**src/rtl/wave_gen_multi.sv**
```systemverilog
// Multi-channel DDS waveform generator: per-channel phase accumulator with square/saw/
// triangle/noise shaping and a registered mix of all lanes. Define WAVE_NOISE_EN for the LFSR noise mode.
module wave_gen_multi #(
   parameter int CHANNELS = 2,
   parameter int ACC_W    = 16,
   parameter int DATA_W   = 8,
   parameter int CH_W     = $clog2(CHANNELS)
) (
   input  logic                       clk,
   input  logic                       rst_n,
   input  logic                       ena,
   input  logic                       wr_en,
   input  logic [CH_W-1:0]            wr_ch,
   input  logic [1:0]                 wr_sel,
   input  logic [ACC_W-1:0]           wr_data,
   output logic [CHANNELS*DATA_W-1:0] wave_out,
   output logic [CHANNELS-1:0]        wrap,
   output logic [DATA_W+CH_W-1:0]     mix_out
);

   logic [ACC_W-1:0]       acc     [CHANNELS];
   logic [ACC_W-1:0]       ftw     [CHANNELS];
   logic [1:0]             mode    [CHANNELS];
   logic [DATA_W-1:0]      duty    [CHANNELS];
   logic [CHANNELS-1:0]    ch_en;
   logic [ACC_W-1:0]       acc_sum [CHANNELS];
   logic [CHANNELS-1:0]    carry;
   logic [CHANNELS-1:0]    wr_hit;
   logic [CHANNELS-1:0]    phase_rst;
   logic [DATA_W-1:0]      phase   [CHANNELS];
   logic [DATA_W-1:0]      tri_t   [CHANNELS];
   logic [DATA_W-1:0]      sample  [CHANNELS];
   logic [DATA_W+CH_W-1:0] mix_sum;

`ifdef WAVE_NOISE_EN
   logic [15:0] lfsr [CHANNELS];

   function automatic logic [15:0] lfsr_step(input logic [15:0] s);
      return {s[14:0], s[15] ^ s[13] ^ s[12] ^ s[10]};
   endfunction
`endif

   // Samples are shaped from the pre-update accumulator; the mix sums the lanes already registered.
   always_comb begin
      mix_sum = '0;
      for (int i = 0; i < CHANNELS; i++) begin
         wr_hit[i]               = wr_en && (wr_ch == CH_W'(i));
         phase_rst[i]            = wr_hit[i] && (wr_sel == 2'd3);
         {carry[i], acc_sum[i]}  = {1'b0, acc[i]} + {1'b0, ftw[i]};
         phase[i]                = acc[i][ACC_W-1 -: DATA_W];
         tri_t[i]                = {phase[i][DATA_W-2:0], 1'b0};
         case (mode[i])
            2'd0:    sample[i] = (phase[i] < duty[i]) ? {DATA_W{1'b1}} : {DATA_W{1'b0}};
            2'd1:    sample[i] = phase[i];
            2'd2:    sample[i] = phase[i][DATA_W-1] ? ~tri_t[i] : tri_t[i];
`ifdef WAVE_NOISE_EN
            default: sample[i] = lfsr[i][DATA_W-1:0];
`else
            default: sample[i] = '0;
`endif
         endcase
         mix_sum = mix_sum + (DATA_W+CH_W)'(wave_out[i*DATA_W +: DATA_W]);
      end
   end

   always_ff @(posedge clk or negedge rst_n) begin
      if (!rst_n) begin
         for (int i = 0; i < CHANNELS; i++) begin
            acc[i]  <= '0;
            ftw[i]  <= '0;
            mode[i] <= '0;
            duty[i] <= {1'b1, {(DATA_W-1){1'b0}}};
`ifdef WAVE_NOISE_EN
            lfsr[i] <= 16'hACE1;
`endif
         end
         ch_en    <= '0;
         wave_out <= '0;
         wrap     <= '0;
         mix_out  <= '0;
      end else begin
         for (int i = 0; i < CHANNELS; i++) begin
            // A phase reset beats the increment and suppresses that cycle's wrap.
            if (phase_rst[i]) begin
               acc[i]  <= '0;
               wrap[i] <= 1'b0;
            end else if (ena && ch_en[i]) begin
               acc[i]  <= acc_sum[i];
               wrap[i] <= carry[i];
`ifdef WAVE_NOISE_EN
               if (carry[i]) lfsr[i] <= lfsr_step(lfsr[i]);
`endif
            end else begin
               wrap[i] <= 1'b0;
            end
            if (ena) wave_out[i*DATA_W +: DATA_W] <= ch_en[i] ? sample[i] : '0;
            if (wr_hit[i]) begin
               case (wr_sel)
                  2'd0: ftw[i] <= wr_data;
                  2'd1: begin
                     mode[i]  <= wr_data[1:0];
                     ch_en[i] <= wr_data[2];
                  end
                  2'd2: duty[i] <= wr_data[DATA_W-1:0];
                  default: ;
               endcase
            end
         end
         if (ena) mix_out <= mix_sum;
      end
   end

endmodule

```
**config.mk**
```make
export PLATFORM = sky130hd
export DESIGN_NAME = wave_gen_multi
export DESIGN_NICKNAME = d
export VERILOG_FILES = /design/src/rtl/wave_gen_multi.sv
export SDC_FILE = /design/constraint.sdc
export NUM_CORES = 1
export LEC_CHECK = 0
export CAP_MARGIN = 20
export CORE_UTILIZATION = 40
export CTS_BUF_LIST = sky130_fd_sc_hd__clkbuf_8
export CTS_CLUSTER_DIAMETER = 100
export CTS_CLUSTER_SIZE = 20
export DETAILED_ROUTE_END_ITERATION = 7
export PLACE_DENSITY_LB_ADDON = 0.08
export SKIP_CTS_REPAIR_TIMING = 1
export SLEW_MARGIN = 20
export SYNTH_ARGS = -nofsm -noshare
export SYNTH_HDL_FRONTEND = slang
export SYNTH_SLANG_ARGS = --single-unit
```
**constraint.sdc**
```tcl
create_clock -name clk -period 3.55 [get_ports clk]
set_input_delay 0.71 -clock clk [delete_from_list [all_inputs] [get_ports clk]]
set_output_delay 0.71 -clock clk [all_outputs]
set_load 0.02 [all_outputs]
```
==> results.json, run 1 <==
{
  "post-synth-top-area-cell": "dfrtp_1",
  "synth_cell_types": 61,
  "io-pin-count": 50,
  "hp-class": "in -> async",
  "first_pass_iters": 4,
  "final_common_cell": "dfrtp_1",
  "clk_latency_ns": 0.43,
  "synth_nets": 757,
  "clockBufferDepth": 2,
  "syn-cell-area_sq_mm": 0.006765,
  "clkTransAtPathRegs_ns": 0.07,
  "cts_tree": "yes",
  "critical_path.top_delay_family": "compound AO/OA/AOI/OAI gates",
  "muxShareOfSynthArea_pct": 9.266,
  "arrival_ns": 2.85,
  "p_leak_nw": 3.663,
  "maxSlewViolCount": 0,
  "critPathKind": "reg -> reg",
  "synth_top_cell_area_share_pct": 41.06,
  "synth_fa_ha_area_share_pct": 10.87,
  "root_buffer": "clkbuf_8",
  "seq_area_frac_synth_pct": 41.83,
  "status": "complete, no violations",
  "critPathCaptureType": "flip-flop",
  "cp.required_ns": 3.88,
  "ys_seq_elements": 113,
  "antenna_found_initial": 0,
  "final_cell_mix": "111 x dfrtp_1, 69 x nand2_1, 54 x ha_1",
  "syn_inst": 677,
  "grt.total_usage_pct": 20.45,
  "yosys-top-cells-area": "dfrtp_1 41%, ha_1 10%, mux2_2 8.8%",
  "synthArstFlopShare_pct": 100.0,
  "die_x_microns": 132.1,
  "ys_warn_count": 0,
  "synth-edff-count": 0,
  "cp_common_cell": "a211oi_1",
  "cts_buffers": 17,
  "power_mw": 6.447,
  "num_vias": 5294,
  "avgSynthCellArea_sq_um": 9.993,
  "routedWlPerCell_microns": 17.78,
  "max_cap_viol_count": 0,
  "drt_wl_total_microns": 17100,
  "die_area_sq_mm": 0.01744,
  "hold-worst-slack_ns": 0.3223,
  "synth_compound_area_share_pct": 17.75,
  "rsz0062_at_grt": "no",
  "dieHeight_microns": 132.1,
  "drc": 0,
  "drive_gt1_share_pct": 13.34,
  "crit_path_start_kind": "flip-flop",
  "area_growth_pct": 16.53,
  "vdd_drop_max_mv": 0.3050,
  "grt_pass1_vias": 5076,
  "grt_pass1_wl_microns": 27300,
  "initial_core_util_pct": 40.94,
  "vias_per_cell": 5.503,
  "dp_slack_ns": 0.7869,
  "period_share_pct": 71.02,
  "cp_max_fo": 3,
  "cp_slowest_cell": "fa_1",
  "crit_chain": "ha_1 -> fa_1 -> a211oi_1 -> o21bai_2 -> o32ai_1 -> o21ai_1 -> mux2i_1 -> a211oi_1",
  "yosys_most_used_dff": "dfrtp_1",
  "synthSimpleGateAreaFrac_pct": 13.33,
  "drtIter0Drc": 328,
  "power_density_mw_per_mm2": 817.7,
  "synth_top_family_by_area": "compound AO/OA/AOI/OAI gates",
  "nNetsFinal": 809,
  "synthXorXnorAreaFrac_pct": 4.013,
  "grt_max_degree": 60,
  "max_stage_delay_ns": 0.43,
  "slew_headroom_pct": 39.85,
  "critPathBufInv": 0,
  "gr-total-overflow": 0,
  "antenna_cells": 0,
  "core_area_sq_mm": 0.01652,
  "finalSetupTns_ns": 0,
  "place.gp.congestion": 0.8126,
  "worst_slew_pin_slew_ns": 0.9023,
  "finalHoldViolCount": 0,
  "fin_ws_ns": 1.029,
  "period_minus_slack_ns": 2.521,
  "dp_hpwl_microns": 12880,
  "max_freq_mhz": 396.6,
  "clock-sinks": 113,
  "drtAntennaViolNets": 0,
  "cts-htree-levels": 4,
  "rows": 47,
  "port_buffers": 49,
  "finalSetupViolCount": 0,
  "clock_skew_ns": 0.01144
}
-- routing by layer --
layer | wire [microns] | global-route usage [%] | vias to the layer above
met2 | 8140 | 33.45 | 118
met1 | 8134 | 27.50 | 2595
li1 | - | - | 2569
met3 | 688 | 4.344 | 12
met5 | 0 | 0 | -
met4 | 139 | 5.297 | 0
-- report_power, final --
group          leakage (nW)  switching (mW)  internal [mW]
Sequential             1.40           0.476           1.72
Clock                 0.215           0.507          0.629
Combinational          2.05            1.63           1.48
-- area by class of cell --
class | count | area, sq um
clock buffers | 22 | 302.8
clock inverters | 10 | 68.82
fillers | 1538 | 8641
inverters | 25 | 93.84
multi-input cells | 513 | 3737
flip-flops and latches | 113 | 2830
well taps | 220 | 275.3
repair buffers | 59 | 575.6
-- state kept, by name, summed over array words and instances (netlist names) --
register and count:
acc 32, mode 4, wave_out 16, ftw 32
wrap 2, ch_en 2, duty 16, mix_out 9
-- cells by family (layout without fill, tap and decap cells) --
kind of cell / Yosys count / in the layout
buf+inv: 51 / 116
compound gates: 184 / 184
simple gates: 185 / 185
xor+xnor: 31 / 31
fa+ha+maj: 57 / 57
mux: 56 / 56
flops: 113 / 113
-- path summary, 6_finish.rpt --
check / startpoint / end / slack, ns / cells past startpoint
max in group asynchronous: rst_n / duty[7] / 2.42 / 2
min in group clk: mix_out[7] / mix_out[7] / 0.49 / 1
max reg2reg: acc[0] / acc[14] / 1.03 / 8
min: rst_n / wave_out[10] / 0.32 / 1
max: acc[0] / acc[14] / 1.03 / 8
min reg2reg: mix_out[7] / mix_out[7] / 0.49 / 1
-- per-stage QoR --
step / instance area [sq um] / utilization [%] / cells
final: 7884 / 47.71 / 962
after global routing: 7884 / 47.71 / 962
after CTS: 7884 / 47.71 / 962
after detailed placement: 7512 / 45.46 / 930
after global placement: 7512 / 45.46 / 930
after floorplan: 6765 / - / 677
-- worst register-to-register path: stages (launching register included) --
cell and delay, ns:
dfrtp_1 0.39, ha_1 0.24, fa_1 0.43, a211oi_1 0.36, o21bai_2 0.14, o32ai_1 0.25
o21ai_1 0.20, mux2i_1 0.16, a211oi_1 0.24
-- synth_stat cells (8+ instances only) --
cell type  count
nand2_1       69
clkbuf_1      19
o21ai_0       37
mux2_2        53
xor2_1        16
nor2_1        42
a22oi_1        8
nor3_1         8
dfrtp_1      111
nor2b_1        9
a21o_1        21
a221oi_1       9
nand3_1       14
a211oi_1      14
a21oi_1       50
inv_1         24
xnor2_1       15
ha_1          54
No activity file was read; power rests on OpenSTA's default activity.
==> run 2, diff against run 1 <==
==> constraint.sdc (replaced) <==
create_clock -name clk -period 2.04 [get_ports clk]
set_input_delay 0.408 -clock clk [delete_from_list [all_inputs] [get_ports clk]]
set_output_delay 0.408 -clock clk [all_outputs]
set_load 0.02 [all_outputs]
==> run 2 against run 1 <==
Non-clock buffer count up 57. Sequential cell count unchanged. Cell count up 5.8%. The flow now finishes with violations (negative setup slack). Largest cell class unchanged. Highest routed layer unchanged. Critical endpoint is now wrap[0]. Worst setup slack worse by 1.2 ns. Sequential power up 67%. Critical path type unchanged.
==> results.json, run 2 (synthesis gave the netlist of run 1 again) <==
{
  "cp_max_fo": 4,
  "n_fill_cell": 1523,
  "dp_hpwl_microns": 13270,
  "reg.largest.list": "acc x32, ftw x32",
  "area_growth_pct": 26.41,
  "rows": 47,
  "grt_pass1_vias": 5310,
  "clockBufferDepth": 2,
  "clock-sinks": 113,
  "gr-total-overflow": 0,
  "clkTransAtPathRegs_ns": 0.07,
  "hold-worst-slack_ns": 0.4552,
  "first_pass_iters": 5,
  "drt_wl_total_microns": 17820,
  "hp-class": "in -> async",
  "vdd_drop_max_mv": 0.5524,
  "clock_skew_ns": 0.01185,
  "critPathKind": "reg -> reg",
  "p_clk_share_pct": 16.2,
  "period_share_pct": 106.1,
  "drive_gt1_share_pct": 24.56,
  "finalHoldViolCount": 0,
  "status": "finished with violations",
  "p_comb_share_pct": 53.7,
  "maxSlewViolCount": 0,
  "drc": 0,
  "p_seq_share_pct": 30.1,
  "max_freq_mhz": 462.0,
  "initial_core_util_pct": 40.94,
  "num_vias": 5551,
  "grt_pass1_wl_microns": 28260,
  "grt_max_degree": 47,
  "finalSetupViolCount": 6,
  "root_buffer": "clkbuf_8",
  "place.gp.congestion": 0.8623,
  "seq_area_sq_mm": 0.002835,
  "internal_power_mw": 7.257,
  "cts_tree": "yes",
  "critPathCaptureType": "flip-flop",
  "p_leak_nw": 3.953,
  "cts-htree-levels": 4,
  "antenna_cells": 0,
  "worst_slew_pin_slew_ns": 0.6602,
  "cts_buffers": 17,
  "routedWlPerCell_microns": 17.50,
  "power_switching_mw": 4.898,
  "clk_latency_ns": 0.44,
  "startpoint": "ftw[16]",
  "nNetsFinal": 866,
  "final_common_cell": "dfrtp_1",
  "antenna_found_initial": 0,
  "slew_headroom_pct": 55.79,
  "stdcell_area_sq_mm": 0.008552,
  "violations": "negative setup slack",
  "fin_ws_ns": -0.1245,
  "rsz0062_at_grt": "yes",
  "vias_per_cell": 5.453,
  "post-place-cells": 977,
  "timing.rr.start": "ftw[16]",
  "arrival_ns": 2.47,
  "cp.required_ns": 2.35,
  "io-pin-count": 50,
  "die_area_sq_mm": 0.01744,
  "switching_share_pct": 40.29,
  "dieHeight_microns": 132.1,
  "max_cap_viol_count": 0,
  "placed_cell_area_sq_mm": 0.007905,
  "final_cell_mix": "107 x dfrtp_1, 69 x nand2_1, 65 x buf_4",
  "power_density_mw_per_mm2": 1421,
  "finalNonFillerCells": 1018,
  "period_minus_slack_ns": 2.164,
  "multiInputGateArea_sq_mm": 0.003970,
  "grt.total_usage_pct": 21.07,
  "port_buffers": 49,
  "drtIter0Drc": 282,
  "core_area_sq_mm": 0.01652,
  "crit_path_start_kind": "flip-flop",
  "die_x_microns": 132.1,
  "drtAntennaViolNets": 0
}
-- run 2: layout make-up --
| class | instances | area share, % |
|---|---|---|
| Multi-Input combinational cell | 513 | 46.42 |
| Sequential cell | 113 | 33.15 |
| Timing Repair Buffer | 116 | 11.91 |
| Clock buffer | 21 | 3.380 |
| Tap cell | 220 | 3.219 |
| Inverter | 25 | 1.097 |
| Clock inverter | 10 | 0.8193 |
-- run 2: per-stage QoR --
stage               utilization, %  power, mW  setup WS, ns  setup TNS (ns)
floorplan                        -      7.669      -0.02550        -0.02550
global placement             47.84      9.587       -0.1692         -0.5780
detailed placement           47.84      9.705       -0.2138          -1.106
CTS                          50.01      11.72       -0.2502          -1.454
global route                 51.75      13.08       -0.2016          -1.494
finish                       51.75      12.16       -0.1245         -0.3506
-- run 2: routing by layer --
layer	up-vias	track usage [%]	routed length, microns
li1	2698	-	-
met1	2703	27.95	8489
met2	119	33.48	8269
met3	31	3.922	513
met4	0	9.496	544
met5	-	0	0
-- run 2: critical path, cell delays in order, from the launching register on --
cell and delay (ns):
dfrtp_1 0.39, ha_2 0.21, fa_2 0.41, a21oi_2 0.16, nand4b_1 0.17, a21oi_2 0.10, o2111a_1 0.28, o21ai_0 0.20
a211oi_1 0.10
-- run 2: power by group through the flow --
stage                     clock [mW]  sequential, mW  combinational (mW)
after floorplan                    0            3.78                3.89
after global placement             0            3.63                5.96
after detailed placement           0            3.66                6.05
after CTS                       2.02            3.62                6.08
after global routing            2.12            3.75                7.22
final                           1.96            3.66                6.53
-- run 2: final timing paths --
path                                 to  slack (ns)  cells past startpoint
worst min register to register  duty[6]        0.51                      1
worst min-delay path            wrap[1]        0.46                      2
worst max-delay path            wrap[0]       -0.12                      8
worst max register to register  wrap[0]       -0.12                      8
max in group asynchronous       acc[24]        0.94                      3
min in group clk                duty[6]        0.51                      1
